<file path="src/rtl/idivn_pkg.sv">
// rtl/idivn_pkg.sv - shared types and derivation helpers for the iterative mantissa divider
package idivn_pkg;

   typedef enum logic [1:0] {
      ST_IDLE = 2'd0,
      ST_BUSY = 2'd1,
      ST_NORM = 2'd2,
      ST_DONE = 2'd3
   } state_t;

   localparam state_t RST_STATE      = ST_IDLE;
   localparam logic   RST_ZERO_RESID = 1'b0;
   localparam logic   RST_OVERFLOW   = 1'b0;

   // Iterations needed to resolve all 2*WIDTH-1 quotient bits at rbits per cycle
   function automatic int calc_n(input int width, input int rbits);
      return (2 * width - 1 + rbits - 1) / rbits;
   endfunction

   // Bits needed to hold a shift count of 0..2*WIDTH-1
   function automatic int calc_lsw(input int width);
      int v;
      v = 0;
      while ((1 << v) < 2 * width) v++;
      return v;
   endfunction

endpackage

</file>
<file path="src/rtl/idivn_step.sv">
// rtl/idivn_step.sv - one combinational restoring division step (one quotient bit)
module idivn_step #(
   parameter int WIDTH = 53
) (
   input  logic [WIDTH:0]   i_rem,
   input  logic             i_bit,
   input  logic [WIDTH-1:0] i_divisor,
   output logic [WIDTH:0]   o_rem,
   output logic             o_q
);

   logic [WIDTH+1:0] w_shift;
   logic [WIDTH+1:0] w_diff;

   // Extra top bit turns the subtraction borrow into the compare result
   assign w_shift = {i_rem, i_bit};
   assign w_diff  = w_shift - {2'b00, i_divisor};
   assign o_q     = ~w_diff[WIDTH+1];
   assign o_rem   = o_q ? w_diff[WIDTH:0] : w_shift[WIDTH:0];

endmodule

</file>
<file path="src/rtl/idivn_iter.sv">
// rtl/idivn_iter.sv - iterative radix-2^RBITS unsigned divider, Q = floor((A << (WIDTH-1)) / B)
module idivn_iter
   import idivn_pkg::*;
#(
   parameter int WIDTH = 53,
   parameter int RBITS = 2
) (
   input  logic                          i_clk,
   input  logic                          i_rst,
   input  logic                          i_valid,
   output logic                          o_ready,
   input  logic [WIDTH-1:0]              i_divident,
   input  logic [WIDTH-1:0]              i_divisor,
   input  logic                          i_abort,
   output logic                          o_valid,
   input  logic                          i_ready,
   output logic [2*WIDTH-2:0]            o_result,
   output logic [calc_lsw(WIDTH)-1:0]    o_lshift,
   output logic                          o_zero_resid,
   output logic                          o_overflow
);

   localparam int QBITS = 2 * WIDTH - 1;
   localparam int N     = calc_n(WIDTH, RBITS);
   localparam int LSW   = calc_lsw(WIDTH);
   localparam int DBITS = N * RBITS;
   localparam int CW    = (N > 1) ? $clog2(N) : 1;

   typedef struct packed {
      state_t             state;
      logic [DBITS-1:0]   dvd;
      logic [QBITS-1:0]   quo;
      logic [WIDTH:0]     rem;
      logic [WIDTH-1:0]   dvs;
      logic [CW-1:0]      cnt;
      logic [QBITS-1:0]   result;
      logic [LSW-1:0]     lshift;
      logic               zero_resid;
      logic               overflow;
   } regs_t;

   regs_t r, rin;

   logic [WIDTH:0]   w_rem [0:RBITS];
   logic [RBITS-1:0] w_qbits;
   logic [LSW-1:0]   w_lz;

   // Step 0 consumes the dividend MSB, so its quotient bit is the most significant of the group
   assign w_rem[0] = r.rem;
   for (genvar gi = 0; gi < RBITS; gi++) begin : g_step
      idivn_step #(.WIDTH(WIDTH)) u_step (
         .i_rem     (w_rem[gi]),
         .i_bit     (r.dvd[DBITS-1-gi]),
         .i_divisor (r.dvs),
         .o_rem     (w_rem[gi+1]),
         .o_q       (w_qbits[RBITS-1-gi])
      );
   end

   always_comb begin
      w_lz = LSW'(QBITS);
      for (int i = 0; i < QBITS; i++) begin
         if (r.quo[i]) w_lz = LSW'(QBITS - 1 - i);
      end
   end

   always_comb begin
      rin = r;
      case (r.state)
         ST_IDLE: begin
            if (i_valid) begin
               rin.dvs = i_divisor;
               rin.dvd = DBITS'({i_divident, {(WIDTH-1){1'b0}}});
               rin.rem = '0;
               rin.quo = '0;
               rin.cnt = '0;
               if (i_divisor == '0) begin
                  rin.state      = ST_DONE;
                  rin.result     = '1;
                  rin.lshift     = '0;
                  rin.zero_resid = 1'b0;
                  rin.overflow   = 1'b1;
               end else begin
                  rin.state = ST_BUSY;
               end
            end
         end
         ST_BUSY: begin
            if (i_abort) begin
               rin.state = ST_IDLE;
            end else begin
               rin.dvd = {r.dvd[DBITS-RBITS-1:0], {RBITS{1'b0}}};
               rin.quo = {r.quo[QBITS-RBITS-1:0], w_qbits};
               rin.rem = w_rem[RBITS];
               rin.cnt = r.cnt + CW'(1);
               if (r.cnt == CW'(N - 1)) rin.state = ST_NORM;
            end
         end
         ST_NORM: begin
            if (i_abort) begin
               rin.state = ST_IDLE;
            end else begin
               rin.result     = r.quo;
               rin.lshift     = w_lz;
               rin.zero_resid = (r.rem == '0);
               rin.overflow   = 1'b0;
               rin.state      = ST_DONE;
            end
         end
         ST_DONE: begin
            if (i_ready) rin.state = ST_IDLE;
         end
         default: rin.state = ST_IDLE;
      endcase
   end

   always_ff @(posedge i_clk) begin
      if (i_rst) begin
         r            <= '0;
         r.state      <= RST_STATE;
         r.zero_resid <= RST_ZERO_RESID;
         r.overflow   <= RST_OVERFLOW;
      end else begin
         r <= rin;
      end
   end

   assign o_ready      = (r.state == ST_IDLE);
   assign o_valid      = (r.state == ST_DONE);
   assign o_result     = r.result;
   assign o_lshift     = r.lshift;
   assign o_zero_resid = r.zero_resid;
   assign o_overflow   = r.overflow;

endmodule

</file>
<file path="config.mk">
export PLATFORM = sky130hd
export DESIGN_NAME = idivn_iter
export DESIGN_NICKNAME = d
export VERILOG_FILES = /design/src/rtl/idivn_pkg.sv /design/src/rtl/idivn_step.sv /design/src/rtl/idivn_iter.sv
export SDC_FILE = /design/constraint.sdc
export NUM_CORES = 1
export LEC_CHECK = 0
export BUFFER_PORTS_ARGS = -buffer_cell sky130_fd_sc_hd__clkbuf_2
export CORE_MARGIN = 1
export CORE_UTILIZATION = 45
export DETAILED_ROUTE_END_ITERATION = 8
export SKIP_LAST_GASP = 1
export SYNTH_ARGS = -nofsm -noshare
export SYNTH_HDL_FRONTEND = slang
export SYNTH_HIERARCHICAL = 1
export SYNTH_SLANG_ARGS = --single-unit
</file>
<file path="constraint.sdc">
create_clock -name i_clk -period 14.7 [get_ports i_clk]
set_input_delay 1.47 -clock i_clk [delete_from_list [all_inputs] [get_ports i_clk]]
set_output_delay 1.47 -clock i_clk [all_outputs]
set_load 0.05 [all_outputs]
</file>
# Word level (Yosys, flattened, before mapping)
# Cells that the tools add are included.
# totals
ff_bits	440
latchBits	0
mem_bits_rw	0
mem_bits_ro	0
input_bits	111
output_inout_bits	116
wordCells	155
memories	0
# op_classes
addsub	3
multipliers	0
n_div	0
order_cmp	0
n_eq_ne	10
shifts	0
n_mux	121
bitwise	2
reduce_logical	9
# op_table
op	n
$mux W7	104
$pmux W265 S2	1
$mux W440	1
$mux W265	1
$mux W114	2
$pmux W114 S2	1
$sub A55 B53 Y55	2
$mux W54	2
$logic_not A54 Y1	1
$logic_not A53 Y1	1
$pmux W6 S2	1
$mux W2	5
$pmux W2 S4	1
$add A6 B1 Y6 const B	1
$eq A6 B6 Y1 const B	1
$mux W6	1
$ne A2 B2 Y1 const B	3
$reduce_and A3 Y1	2
$eq A2 B2 Y1 const B	2
$ne A2 B1 Y1 const B	2
$reduce_and A4 Y1	1
$reduce_bool A2 Y1	2
$ne A3 B3 Y1 const B	1
$eq A2 B1 Y1 const B	1
4 further kinds	5

# Depth between registers and ports, before layout
# depth
ltp_word	107
ltp_mapped	31
ltp_nobuf	27

# Hierarchy
# The synthesis kept the hierarchy.
# by_module_without_submodules
mod	n_inst	cells_each	area_each_um2	seq_area_each_um2
idivn_iter	1	2202	17015.1	7767.4
idivn_step at g_step[1].u_step	1	632	4197.8	0.0
idivn_step at g_step[0].u_step	1	593	4192.8	0.0

# Least setup slack after synthesis
# Ideal clock, no wire load.
# synth_timing
kind	register to register
from	register r[437] in the netlist's numbering
to	register r[196] in the netlist's numbering
setup_time_ns	0.132
arrival_ns	5.706
t_required_ns	14.568
slack_ns	8.862
stages_incl_launch_ff	29
n_path_buf	4
period_less_slack_ns	5.838
path_cell_list	dfxtp_1 inv_1 ha_1 fa_1 nand2b_1 a21oi_1 o21a_2 o21ai_2 a211oi_2 o2111a_2 o21ai_2 a31oi_2 and2_4 buf_6 buf_12 mux2_4 ha_1 buf_4 and3_4 nand3_2 or3_4 or4_4 nand3b_4 xnor2_4 inv_6 buf_6 mux2_4 nand3_1 a21oi_1
# synth_rtl
item	line	text
start: declaration	idivn_iter.sv:42	regs_t r, rin;
start signal: assignment	idivn_iter.sv:124	r <= rin;

==> impl_metrics.yaml <==
timing:
  setup_tns_ns: 0
  period_minus_slack_ns: 8.12
  tightest_slew_ns: 1.26
  fin_skew_ns: 0.0151
  rsz0062_at_grt: "no"
  fmax_ghz: 0.123
  hold_violations: 0
  slew_viol_final: 0
  slew_headroom: 0.159
  setup_viol: 0
  post-route-period-util: 0.552
yosys:
  synth_area_leaders: "dfxtp_1 31%, a21oi_1 7.7%, nand2_1 6.9%, ha_1 5.3%, o21ai_0 4.4%"
  synth_top_area_share: 0.306
  syn_area_per_cell_um2: 7.41
  synth_top_cell_by_area: "dfxtp_1"
  synth-edff-count: 0
  synthCells: 3427
  ys_seq_elements: 388
  synth_ff_type: "dfxtp_1"
  ys_async_sr_fraction: 0
  ys_types: 89
  yosysWarnings: 6
  synth_nets: 3648
  yosysSeqAreaShare: 0.306
  synth_area_mm2: 0.0254
setup_path:
  critical_path_arrival_ns: 8.62
  crit_fanout: 54
  critPathCaptureType: "flop"
  worstPathRequired_ns: 15.20
  reg2regPathDepth: 25
  path_class: "reg2reg"
  cp-start-kind: "flop"
clocking:
  cts_buffer_depth: 3
  numCtsBuffers: 46
  htreeDepth: 2
  postCtsSetupRepairBufs: 0
  cts_tree: "done"
  path_clk_slew_ns: 0.06
  post_cts_resized: 0
  clkSinkCount: 388
  worstSkewPairLatency_ns: 0.59
  clockRootBuffer: "clkbuf_16"
  postCtsHoldBufs: 0
placement:
  dpl_cell_area_mm2: 0.0257
  io_buffers: 226
  place_inst: 4057
  place_congestion: 0.954
  dpl.hpwl_mm: 57.5
cells_and_area:
  nets: 3578
  layoutNonFillerInstCount: 4139
  num-fill-cells: 5577
  drive_gt1_frac: 0.128
  design_area_mm2: 0.0274
  antenna-diode-count: 0
  area_growth_pct: 7.72
pwr:
  power.total_w: 0.00604
  peakVddDrop_uv: 160
  p_leak_nw: 11.3
  powerDensity_mw_per_mm2: 221
global_route:
  antenna_found_initial: 2
  grt_pass1_vias: 22800
  grt_use_total: 0.278
  grt_first_pass_wirelength_mm: 128
  grt-ovfl-total: 0
  grt_start_max_net_pins: 171
floorplan:
  fp.coreArea_mm2: 0.0554
  rows: 86
  pin_count: 227
  die_h_um: 240
  start_util: 0.458
  die_w_um: 240
  die_area_mm2: 0.0574
routing:
  via_per_inst: 5.91
  ant_nets: 0
  wl_per_cell_um: 19.8
  drc_errors: 0
  drtIter0Drc: 1825
  routed_wl_mm: 81.8
  route.vias.total: 24400
  dr.pass1.iters: 5
min_path:
  hold_path_class: "reg2reg"
  hold_depth: 2
outcome:
  status: "finished clean"
run:
  cap_violations: 0
## cells in the final DEF (no fill, tap or decap), drive strengths merged, types with 13 or more instances in the layout
cell    instances
inv           162
nand4          42
nand2b         21
xnor2          65
nor2b          23
a21boi         13
a21oi         392
a31oi         120
o21ai         236
nand3         144
o211ai         14
and3           96
nor3           58
o21bai         31
dfxtp         388
ha            108
nor2          262
nand2         467
o31ai          15
xor2           38
nor4           54
or4            23
clkbuf        282
buf            18
mux2           75
o21a           17
a21o           33
a311oi         52
## Yosys cell counts, types with 6 or more instances
cell and n:
dfxtp_1 388, a311oi_1 52, and2_1 11, o21ai_1 8, a31oi_1 119, o21ai_0 225, or4_1 22, mux2_2 9
nand2b_1 21, inv_1 157, o311ai_0 6, nor2b_1 23, o211ai_1 13, a21oi_1 392, buf_1 6, nor4_1 54
buf_2 15, ha_1 108, nor2_1 262, buf_4 117, a21boi_0 12, nor3_1 58, or2_2 9, a21o_1 33
o21a_1 16, nand2_1 467, a211oi_1 10, and3_1 95, or3_1 10, o21bai_1 31, o31ai_1 15, mux2_4 66
a2111oi_0 6, xor2_1 38, nand4_1 42, xnor2_1 64, clkbuf_1 213, nand3_1 143
## cell type report
class	count	area, um2	share of cell area
well taps	748	936	0.0342
inverters	158	598	0.0219
multi-input cells	2520	15200	0.554
clock buffers	57	1250	0.0458
flip-flops and latches	388	7770	0.284
repair buffers	243	1270	0.0464
clock inverters	25	375	0.0137
## worst max-delay path: stages, from the launching register on
cell and delay [ns]:
dfxtp_1 0.36, inv_1 0.06, ha_1 0.22, fa_1 0.43
nand2b_1 0.19, a21oi_1 0.30, o21a_2 0.25, o21ai_2 0.07
a211oi_2 0.44, o2111a_2 0.31, o21ai_2 0.09, a31oi_2 0.75
and2_4 0.93, mux2_4 0.37, ha_1 0.48, nand4_1 0.25
nor2_1 0.18, a21boi_0 0.39, o21ai_1 0.18, a31o_2 0.25
o211ai_1 0.18, a21boi_0 0.33, and4b_1 0.31, o41ai_1 0.35
nand3_1 0.11, a21oi_1 0.18
## logic make-up after synthesis
kind of cell / synth area share
buf+inv: 0.0997
flops: 0.306
xor+xnor: 0.0362
simple gates: 0.227
fa+ha+maj: 0.0548
mux: 0.0434
compound gates: 0.233
## state kept, by name (all words and copies together) (netlist names)
register / cells
r: 274
o_zero_resid: 1
o_lshift: 7
o_result: 105
o_overflow: 1
## layer usage
metal | global-route usage | routed length [um] | vias to the layer above
met5 | 0 | 13 | -
met3 | 0.0324 | 3440 | 135
met4 | 0.0828 | 2400 | 2
met1 | 0.364 | 36300 | 11800
met2 | 0.475 | 39700 | 635
li1 | - | - | 11900
## power breakdown
part | internal [W] | total, W | switching, W
Sequential | 0.00110 | 0.00114 | 0.0000460
Combinational | 0.00156 | 0.00365 | 0.00209
Clock | 0.000750 | 0.00124 | 0.000493
## through the flow
stage	hold WS [ns]	util	setup WS, ns
2_1_floorplan	0.445	-	8.86
3_3_place_gp	0.460	0.464	6.92
3_5_place_dp	0.465	0.464	6.74
4_1_cts	0.473	0.494	6.73
5_1_grt	0.490	0.494	6.26
6_report	0.470	0.494	6.58
## final timing paths
check          from     end  slack, ns
min reg2reg  r[393]  r[395]       0.47
max          r[437]  r[221]       6.58
max reg2reg  r[437]  r[221]       6.58
min          r[393]  r[395]       0.47
(Power assumes the default switching activity.)
